===== src/rtl/fc_rx_word_sync.sv =====
// Fibre Channel receive word synchroniser.
// Rotates the decoded PHY byte stream so that K28.5 sits in character lane 0.
// Runs the transmission-word acquire / loss-of-sync state machine.
// Counts errored characters in a saturating counter.
// Ports:
//   clk, reset_n      receive clock, synchronous active-low reset
//   rx_data/datak     decoded characters and K flags (char0 = [7:0], first on line)
//   rx_errdetect      per-char code violation
//   rx_disperr        per-char disparity error
//   rx_in_valid       PHY ready / lane sync
//   out_data          aligned word, char i = {K, byte} at [9i+8:9i]
//   out_valid         aligned word valid while in SYNC
//   out_is_os         aligned word is a valid ordered set
//   sync, sync_lost   SYNC status and one-cycle loss pulse
//   align_lane        current rotation
//   err_count         saturating errored-character count
//   err_clear         synchronous clear of err_count
module fc_rx_word_sync #(
   parameter int unsigned ACQ_OS        = 3,
   parameter int unsigned LOSS_INVALID  = 4,
   parameter int unsigned RECOVER_VALID = 2,
   parameter int unsigned CNT_W         = 16
) (
   input  logic             clk,
   input  logic             reset_n,
   input  logic [31:0]      rx_data,
   input  logic [3:0]       rx_datak,
   input  logic [3:0]       rx_errdetect,
   input  logic [3:0]       rx_disperr,
   input  logic             rx_in_valid,
   output logic [35:0]      out_data,
   output logic             out_valid,
   output logic             out_is_os,
   output logic             sync,
   output logic             sync_lost,
   output logic [1:0]       align_lane,
   output logic [CNT_W-1:0] err_count,
   input  logic             err_clear
);

   localparam int unsigned OS_W  = $clog2(ACQ_OS + 1);
   localparam int unsigned INV_W = $clog2(LOSS_INVALID + 1);
   localparam int unsigned RUN_W = $clog2(RECOVER_VALID + 1);
   localparam int unsigned SUM_W = CNT_W + 3;

   localparam logic [OS_W-1:0]  OS_LAST  = OS_W'(ACQ_OS - 1);
   localparam logic [INV_W-1:0] INV_LAST = INV_W'(LOSS_INVALID - 1);
   localparam logic [RUN_W-1:0] RUN_LAST = RUN_W'(RECOVER_VALID - 1);
   localparam logic [CNT_W-1:0] CNT_MAX  = '1;

   typedef enum logic [1:0] {
      S_HUNT = 2'd0,
      S_ACQ  = 2'd1,
      S_SYNC = 2'd2
   } state_t;

   state_t           state, state_n;
   logic [OS_W-1:0]  os_cnt, os_n;
   logic [INV_W-1:0] inv_cnt, inv_n;
   logic [RUN_W-1:0] valid_run, run_n;
   logic [1:0]       lane_n;

   logic [31:0]      stage_data;
   logic [3:0]       stage_k;
   logic [3:0]       stage_bad;
   logic             stage_valid;

   logic [3:0]       rx_bad;
   logic [71:0]      cat_chars;
   logic [7:0]       cat_bad;
   logic [6:0]       sel_bit;
   logic [35:0]      aligned;
   logic [3:0]       aligned_bad;
   logic [3:0]       aligned_k;
   logic             avail;
   logic             word_ok;
   logic             word_os;
   logic [3:0]       raw_k285;
   logic             hit;
   logic [1:0]       hit_lane;
   logic [2:0]       bad_num;
   logic [SUM_W-1:0] err_sum;
   logic [CNT_W-1:0] err_n;

   // Aligned word: chars L..3 of the stage word, then chars 0..L-1 of the current input.
   always_comb begin
      rx_bad    = rx_errdetect | rx_disperr;
      cat_chars = '0;
      for (int i = 0; i < 4; i++) begin
         cat_chars[9*i +: 9]      = {stage_k[i], stage_data[8*i +: 8]};
         cat_chars[36 + 9*i +: 9] = {rx_datak[i], rx_data[8*i +: 8]};
      end
      cat_bad     = {rx_bad, stage_bad};
      sel_bit     = 7'(align_lane) * 7'd9;
      aligned     = cat_chars[sel_bit +: 36];
      aligned_bad = cat_bad[3'(align_lane) +: 4];
      aligned_k   = {aligned[35], aligned[26], aligned[17], aligned[8]};
      avail       = stage_valid & rx_in_valid;
      word_ok     = avail & ~(|aligned_bad) & ~(|aligned_k[3:1]);
      word_os     = word_ok & aligned_k[0] & (aligned[7:0] == 8'hBC);
   end

   // Raw K28.5 search for HUNT; the lowest qualifying lane wins.
   always_comb begin
      hit_lane = 2'd0;
      for (int i = 0; i < 4; i++) begin
         raw_k285[i] = rx_datak[i] & (rx_data[8*i +: 8] == 8'hBC) & ~rx_bad[i];
      end
      for (int i = 3; i >= 0; i--) begin
         if (raw_k285[i]) hit_lane = 2'(i);
      end
      hit = |raw_k285;
   end

   // Saturating error accumulation; clear discards this cycle's increment.
   always_comb begin
      bad_num = 3'(rx_bad[0]) + 3'(rx_bad[1]) + 3'(rx_bad[2]) + 3'(rx_bad[3]);
      err_sum = SUM_W'(err_count) + SUM_W'(bad_num);
      err_n   = err_count;
      if (err_clear) begin
         err_n = '0;
      end else if (rx_in_valid) begin
         err_n = (err_sum > SUM_W'(CNT_MAX)) ? CNT_MAX : err_sum[CNT_W-1:0];
      end
   end

   // Next-state and counter logic of the acquire / loss-of-sync machine.
   always_comb begin
      state_n = state;
      os_n    = os_cnt;
      inv_n   = inv_cnt;
      run_n   = valid_run;
      lane_n  = align_lane;
      case (state)
         S_HUNT: begin
            if (hit) begin
               lane_n  = hit_lane;
               os_n    = '0;
               state_n = S_ACQ;
            end
         end
         S_ACQ: begin
            if (!word_ok) begin
               state_n = S_HUNT;
            end else if (word_os) begin
               if (os_cnt == OS_LAST) begin
                  state_n = S_SYNC;
                  os_n    = '0;
               end else begin
                  os_n = os_cnt + OS_W'(1);
               end
            end
         end
         S_SYNC: begin
            if (!word_ok) begin
               run_n = '0;
               if (inv_cnt == INV_LAST) begin
                  state_n = S_HUNT;
               end else begin
                  inv_n = inv_cnt + INV_W'(1);
               end
            end else if (valid_run == RUN_LAST) begin
               run_n = '0;
               if (inv_cnt != '0) inv_n = inv_cnt - INV_W'(1);
            end else begin
               run_n = valid_run + RUN_W'(1);
            end
         end
         default: state_n = S_HUNT;
      endcase
      // Losing the PHY overrides every transition.
      if (!rx_in_valid) begin
         state_n = S_HUNT;
         os_n    = '0;
         lane_n  = align_lane;
      end
      if (state_n != S_SYNC) begin
         inv_n = '0;
         run_n = '0;
      end
   end

   // FSM state and counter registers.
   always_ff @(posedge clk) begin
      if (!reset_n) begin
         state      <= S_HUNT;
         os_cnt     <= '0;
         inv_cnt    <= '0;
         valid_run  <= '0;
         align_lane <= 2'd0;
      end else begin
         state      <= state_n;
         os_cnt     <= os_n;
         inv_cnt    <= inv_n;
         valid_run  <= run_n;
         align_lane <= lane_n;
      end
   end

   // Stage word, registered outputs and error counter.
   always_ff @(posedge clk) begin
      if (!reset_n) begin
         stage_data  <= '0;
         stage_k     <= '0;
         stage_bad   <= '0;
         stage_valid <= 1'b0;
         out_data    <= '0;
         out_valid   <= 1'b0;
         out_is_os   <= 1'b0;
         sync        <= 1'b0;
         sync_lost   <= 1'b0;
         err_count   <= '0;
      end else begin
         stage_data  <= rx_data;
         stage_k     <= rx_datak;
         stage_bad   <= rx_bad;
         stage_valid <= rx_in_valid;
         out_data    <= aligned;
         out_valid   <= (state == S_SYNC) & avail;
         out_is_os   <= word_os;
         sync        <= (state_n == S_SYNC);
         sync_lost   <= (state == S_SYNC) & (state_n != S_SYNC);
         err_count   <= err_n;
      end
   end

endmodule


===== config.mk =====
export PLATFORM = sky130hd
export DESIGN_NAME = fc_rx_word_sync
export DESIGN_NICKNAME = d
export VERILOG_FILES = /design/src/rtl/fc_rx_word_sync.sv
export SDC_FILE = /design/constraint.sdc
export NUM_CORES = 1
export LEC_CHECK = 0
export ABC_AREA = 1
export ABC_CLOCK_PERIOD_IN_PS = 8200
export BUFFER_PORTS_ARGS = -buffer_cell sky130_fd_sc_hd__buf_2
export CORE_MARGIN = 5
export CORE_UTILIZATION = 60
export DETAILED_ROUTE_END_ITERATION = 6
export PLACE_DENSITY_LB_ADDON = 0.12
export SKIP_LAST_GASP = 1
export SLEW_MARGIN = 10
export SYNTH_ARGS = -nofsm -noshare
export SYNTH_HDL_FRONTEND = slang
export SYNTH_SLANG_ARGS = --single-unit

===== constraint.sdc =====
create_clock -name clk -period 8.2 [get_ports clk]
set_input_delay 1.23 -clock clk [delete_from_list [all_inputs] [get_ports clk]]
set_output_delay 1.23 -clock clk [all_outputs]
set_load 0.02 [all_outputs]

==> out/results.env <==
RUN_STATUS='completed'
NUMCLOCKSINKS=108
GRT_FIRST_PASS_WIRELENGTH_UM=27340
PLACEMENT.CELL_AREA_UM2=6245
SYNTHMUXAREASHARE_PCT=0.3462
WORST_PIN_SLEW_NS=0.9923
DETAILEDROUTE.FIRSTITERATIONVIOLATIONS=694
POWER.STATIC_LEAKAGE_uW=0.003232
ROUTE.ANTENNA.REMAINING_NETS=0
CRIT_PATH_END_KIND='register'
TRITONCTS='done'
VIASPERCELL=5.644
SYNTH_XOR_XNOR_AREA_SHARE_PCT=2.120
MIN-DELAY-PATH-CLASS='reg -> reg'
SYNTH.DISTINCT_CELLS=43
DRC=0
SEQUENTIAL_CELL_AREA_FRACTION_IN_THE_YOSYS_REPORT_PCT=37.39
CP_DATA_ARRIVAL_TIME_NS=4.56
SYN_AVG_CELL_AREA_UM2=6.662
ROOT_BUFFER='clkbuf_8'
CTS_RESIZED=0
CRITICAL_PATH.MAX_STAGE_DELAY_NS=0.58
HOLD_BUFFERS=0
PLACEMENTROWS=35
SYNTH_WARNINGS=0
ROUTE.VIAS.TOTAL=6062
RSZ_0062_RAISED_AFTER_GLOBAL_ROUTING='false'
YS_TOP_CELLS_BY_AREA='dfxtp_1 (37%), nand2_1 (15%), nand3_1 (11%)'
SYNTH_AREA_LEADER_CELL='dfxtp_1'
TIMING_HOLD_VIOLATIONS_FINAL=0
FP.DIEAREA_UM2=11700
GRT_UTIL_ALL_LAYERS_PCT=29.81
SYNTH_ENABLE_FLOP_CELLS=0
WORSTSKEWPAIRLATENCY_NS=0.39
FIRST_GLOBAL_VIAS=5296
DOMINANTREGCELLSYNTH='dfxtp_1'
POSTSYNTHNETCOUNT=921
PORTBUFFERS=105
FILL_CELLS=889
NETLIST_AREA_UM2=5783
REPORT.FINAL.SLEW_VIOL_COUNT=0
WORST-PATH-MAX-FANOUT=12
CORE-AREA_UM2=9328
DIE_W_UM=108.2
WORST_IR_DROP_VDD_V=0.00009173
TIMING.CLOCK.SKEW_NS=0.02134
MAIN_COMBINATIONAL_CELL_FAMILY_BY_AREA_AFTER_SYNTHESIS='simple AND/OR/NAND/NOR gates'
INITIAL_CORE_UTILIZATION_PCT=62.00
POWER.DENSITY_CELL_AREA_nW_PER_UM2=158.5
PERIOD_MINUS_SLACK_NS=4.274
GP_ROUTABILITY_CONGESTION=0.9591
CTS_HTREE_LEVELS=3
MULTIINPUTGATEAREA_UM2=2979
STDCELL_AREA_UM2=6449
SLEW_HEADROOM_PCT=33.85
PLACEMENT.SETUP.WORST_SLACK_NS=3.550
CLKSLEWWORSTSETUPHOLDPATHS_NS=0.13
CTS_POST_SETUP_BUFFERS_INSERTED=0
ANTENNA_FOUND_INITIAL=0
CRIT_CHAIN='buf_2, nor2_1, inv_1, fa_1, inv_1, fa_1, inv_1, fa_1, nand3_1, nor2_1, nand2_1, nor2_1, nand2_1, nor2_1, nand2_1, nor3_2, nor2_1, inv_1, o221ai_1, inv_1'
DETAIL_ROUTE.FIRST_PASS.ITERATIONS=7
CELLS_AFTER_SYNTH=868
SEQCELLAREA_UM2=2165
PIN_COUNT_OF_THE_BIGGEST_NET_ENTERING_GLOBAL_ROUTING=82
SETUP_VIOL_COUNT_FINAL=0
DRIVE_GT1_SHARE_PCT=15.66
POST-ROUTE-WORST-SETUP-SLACK_NS=3.926
FINISH.NET_COUNT=993
SETUP_TOTAL_NEGATIVE_SLACK_NS=0
CPLARGESTDELAYFAMILY='simple AND/OR/NAND/NOR gates'
DIE_H_UM=108.2
TRITONCTS.NUM_BUFFERS=9
SYNTH_COMPOUND_GATE_AREA_SHARE_PCT=12.70
SYN_TO_FINAL_GROWTH_PCT=11.51
MAX-CAP-VIOLATIONS=0
YS_SEQ_ELEMENTS=108
REPORT.POWER.TOTAL_uW=1022
WL_UM=17240
SYNTH_ADDER_AREA_SHARE_PCT=1.601
ACHIEVABLE-FREQUENCY_MHz=234.0
TIMING.CRITICAL_PATH.BUF_INV=6
IOPINCOUNT=106
CRIT_PATH_TOP_DELAY_CELL='nor2_1'
CLOCK_TREE.BUFFER_DEPTH=2
GRT.OVERFLOW.TOTAL=0
SYNTHDOMINANTCELLAREASHARE_PCT=37.39
DP_HPWL_UM=12840
AVGROUTEDWIREPERCELL_UM=16.06
ANTENNA_CELLS_INSERTED=0
CRITICALPATHCATEGORY='in -> reg'
WORST-ENDPOINT-REQUIRED_NS=8.49
TCRIT_TCLK_FINAL_PCT=52.12
SETUP.WORST_PATH.START_CLASS='input port'
FRACTION_OF_REGISTERS_WITH_ASYNC_SET_OR_RESET_AFTER_SYNTHESIS_PCT=0
YOSYS.AREA_SHARE.SIMPLE_PCT=34.75
[flip-flops by register name, summed over array words and instances, names as in the netlist, 3 cells and up]
| name | count |
|---|---|
| err_count | 16 |
| inv_cnt | 3 |
| out_data | 36 |
| stage_bad | 4 |
| stage_data | 32 |
| stage_k | 4 |
[logic make-up after synthesis]
kind of cell,Yosys count
muxes,2
xor gates and xnor gates,14
adders and majority gates,5
DFF,108
and+or+nand+nor,464
buffers and inverters,148
AOI/OAI and AO/OA,127
[cell type report]
| cell class | count | share of cell area (%) |
|---|---|---|
| Multi-Input combinational cell | 612 | 46.20 |
| Sequential cell | 108 | 33.57 |
| Timing Repair Buffer | 110 | 8.731 |
| Inverter | 99 | 5.840 |
| Tap cell | 129 | 2.503 |
| Clock buffer | 9 | 1.921 |
| Clock inverter | 7 | 1.242 |
[through the flow]
step,util [%],instances,hold WS (ns)
after global placement,66.95,1058,0.4287
final,69.13,1074,0.4564
after detailed placement,66.95,1058,0.4363
after global routing,69.13,1074,0.4775
after floorplan,-,868,0.4182
after CTS,69.13,1074,0.4552
[layer usage]
| metal | vias up | GRT usage (%) | share of wire (%) |
|---|---|---|---|
| met5 | - | 0 | 0 |
| met4 | 0 | 7.665 | 2.1 |
| met3 | 31 | 4.418 | 9.9 |
| met2 | 299 | 45.25 | 44 |
| met1 | 2777 | 44.31 | 44 |
| li1 | 2955 | - | - |
[synth_stat cells, types with 3 or more instances]
library cell / count
nand2_1: 227
nand3_1: 122
dfxtp_1: 108
inv_1: 96
nor2_1: 73
a21oi_1: 50
o21ai_0: 33
buf_2: 20
clkbuf_1: 19
nor3_1: 12
xor2_1: 11
a31oi_1: 8
nand4_1: 8
o211ai_1: 8
o21ai_1: 8
nand2_2: 7
a221oi_1: 5
buf_4: 5
buf_6: 5
fa_1: 4
a211oi_1: 3
a311oi_1: 3
nand3_2: 3
nor2_2: 3
xnor2_1: 3
[cell usage in the layout, fill, tap and decap left out, types with 11 or more instances in the layout]
master,synthesis,final
dfxtp_1,108,106
nor3_1,12,12
a21oi_1,50,50
inv_1,96,96
o21ai_0,33,33
nand3_1,122,122
buf_2,20,105
nand2_1,227,227
nor2_1,73,73
xor2_1,11,11
[worst paths after layout]
check / start / to / slack (ns) / depth (start not counted)
setup / recovery: rx_disperr[0] / err_count[5]$_SDFFE_PP0P_ / 3.93 / 20
hold / removal: valid_run[1]$_SDFFE_PP0N_ / valid_run[1]$_SDFFE_PP0N_ / 0.46 / 2
setup reg to reg: err_count[0]$_SDFFE_PP0P_ / err_count[5]$_SDFFE_PP0P_ / 4.84 / 17
hold reg to reg: valid_run[1]$_SDFFE_PP0N_ / valid_run[1]$_SDFFE_PP0N_ / 0.46 / 2
[worst reg2reg max path: stages (launching register included)]
cell	delay, ns
dfxtp_1	0.37
fa_1	0.49
inv_1	0.08
fa_1	0.16
inv_1	0.06
fa_1	0.39
nand3_1	0.14
nor2_1	0.05
nand2_1	0.09
nor2_1	0.06
nand2_1	0.09
nor2_1	0.07
nand2_1	0.09
nor3_2	0.05
nor2_1	0.58
inv_1	0.19
o221ai_1	0.24
inv_1	0.06
[where the power goes]
group	internal (µW)	switching (µW)	total, µW
registers	546	11.0	557
clock network	122	210	332
logic	44.3	89.0	133
No activity file was read; power rests on OpenSTA's default activity.
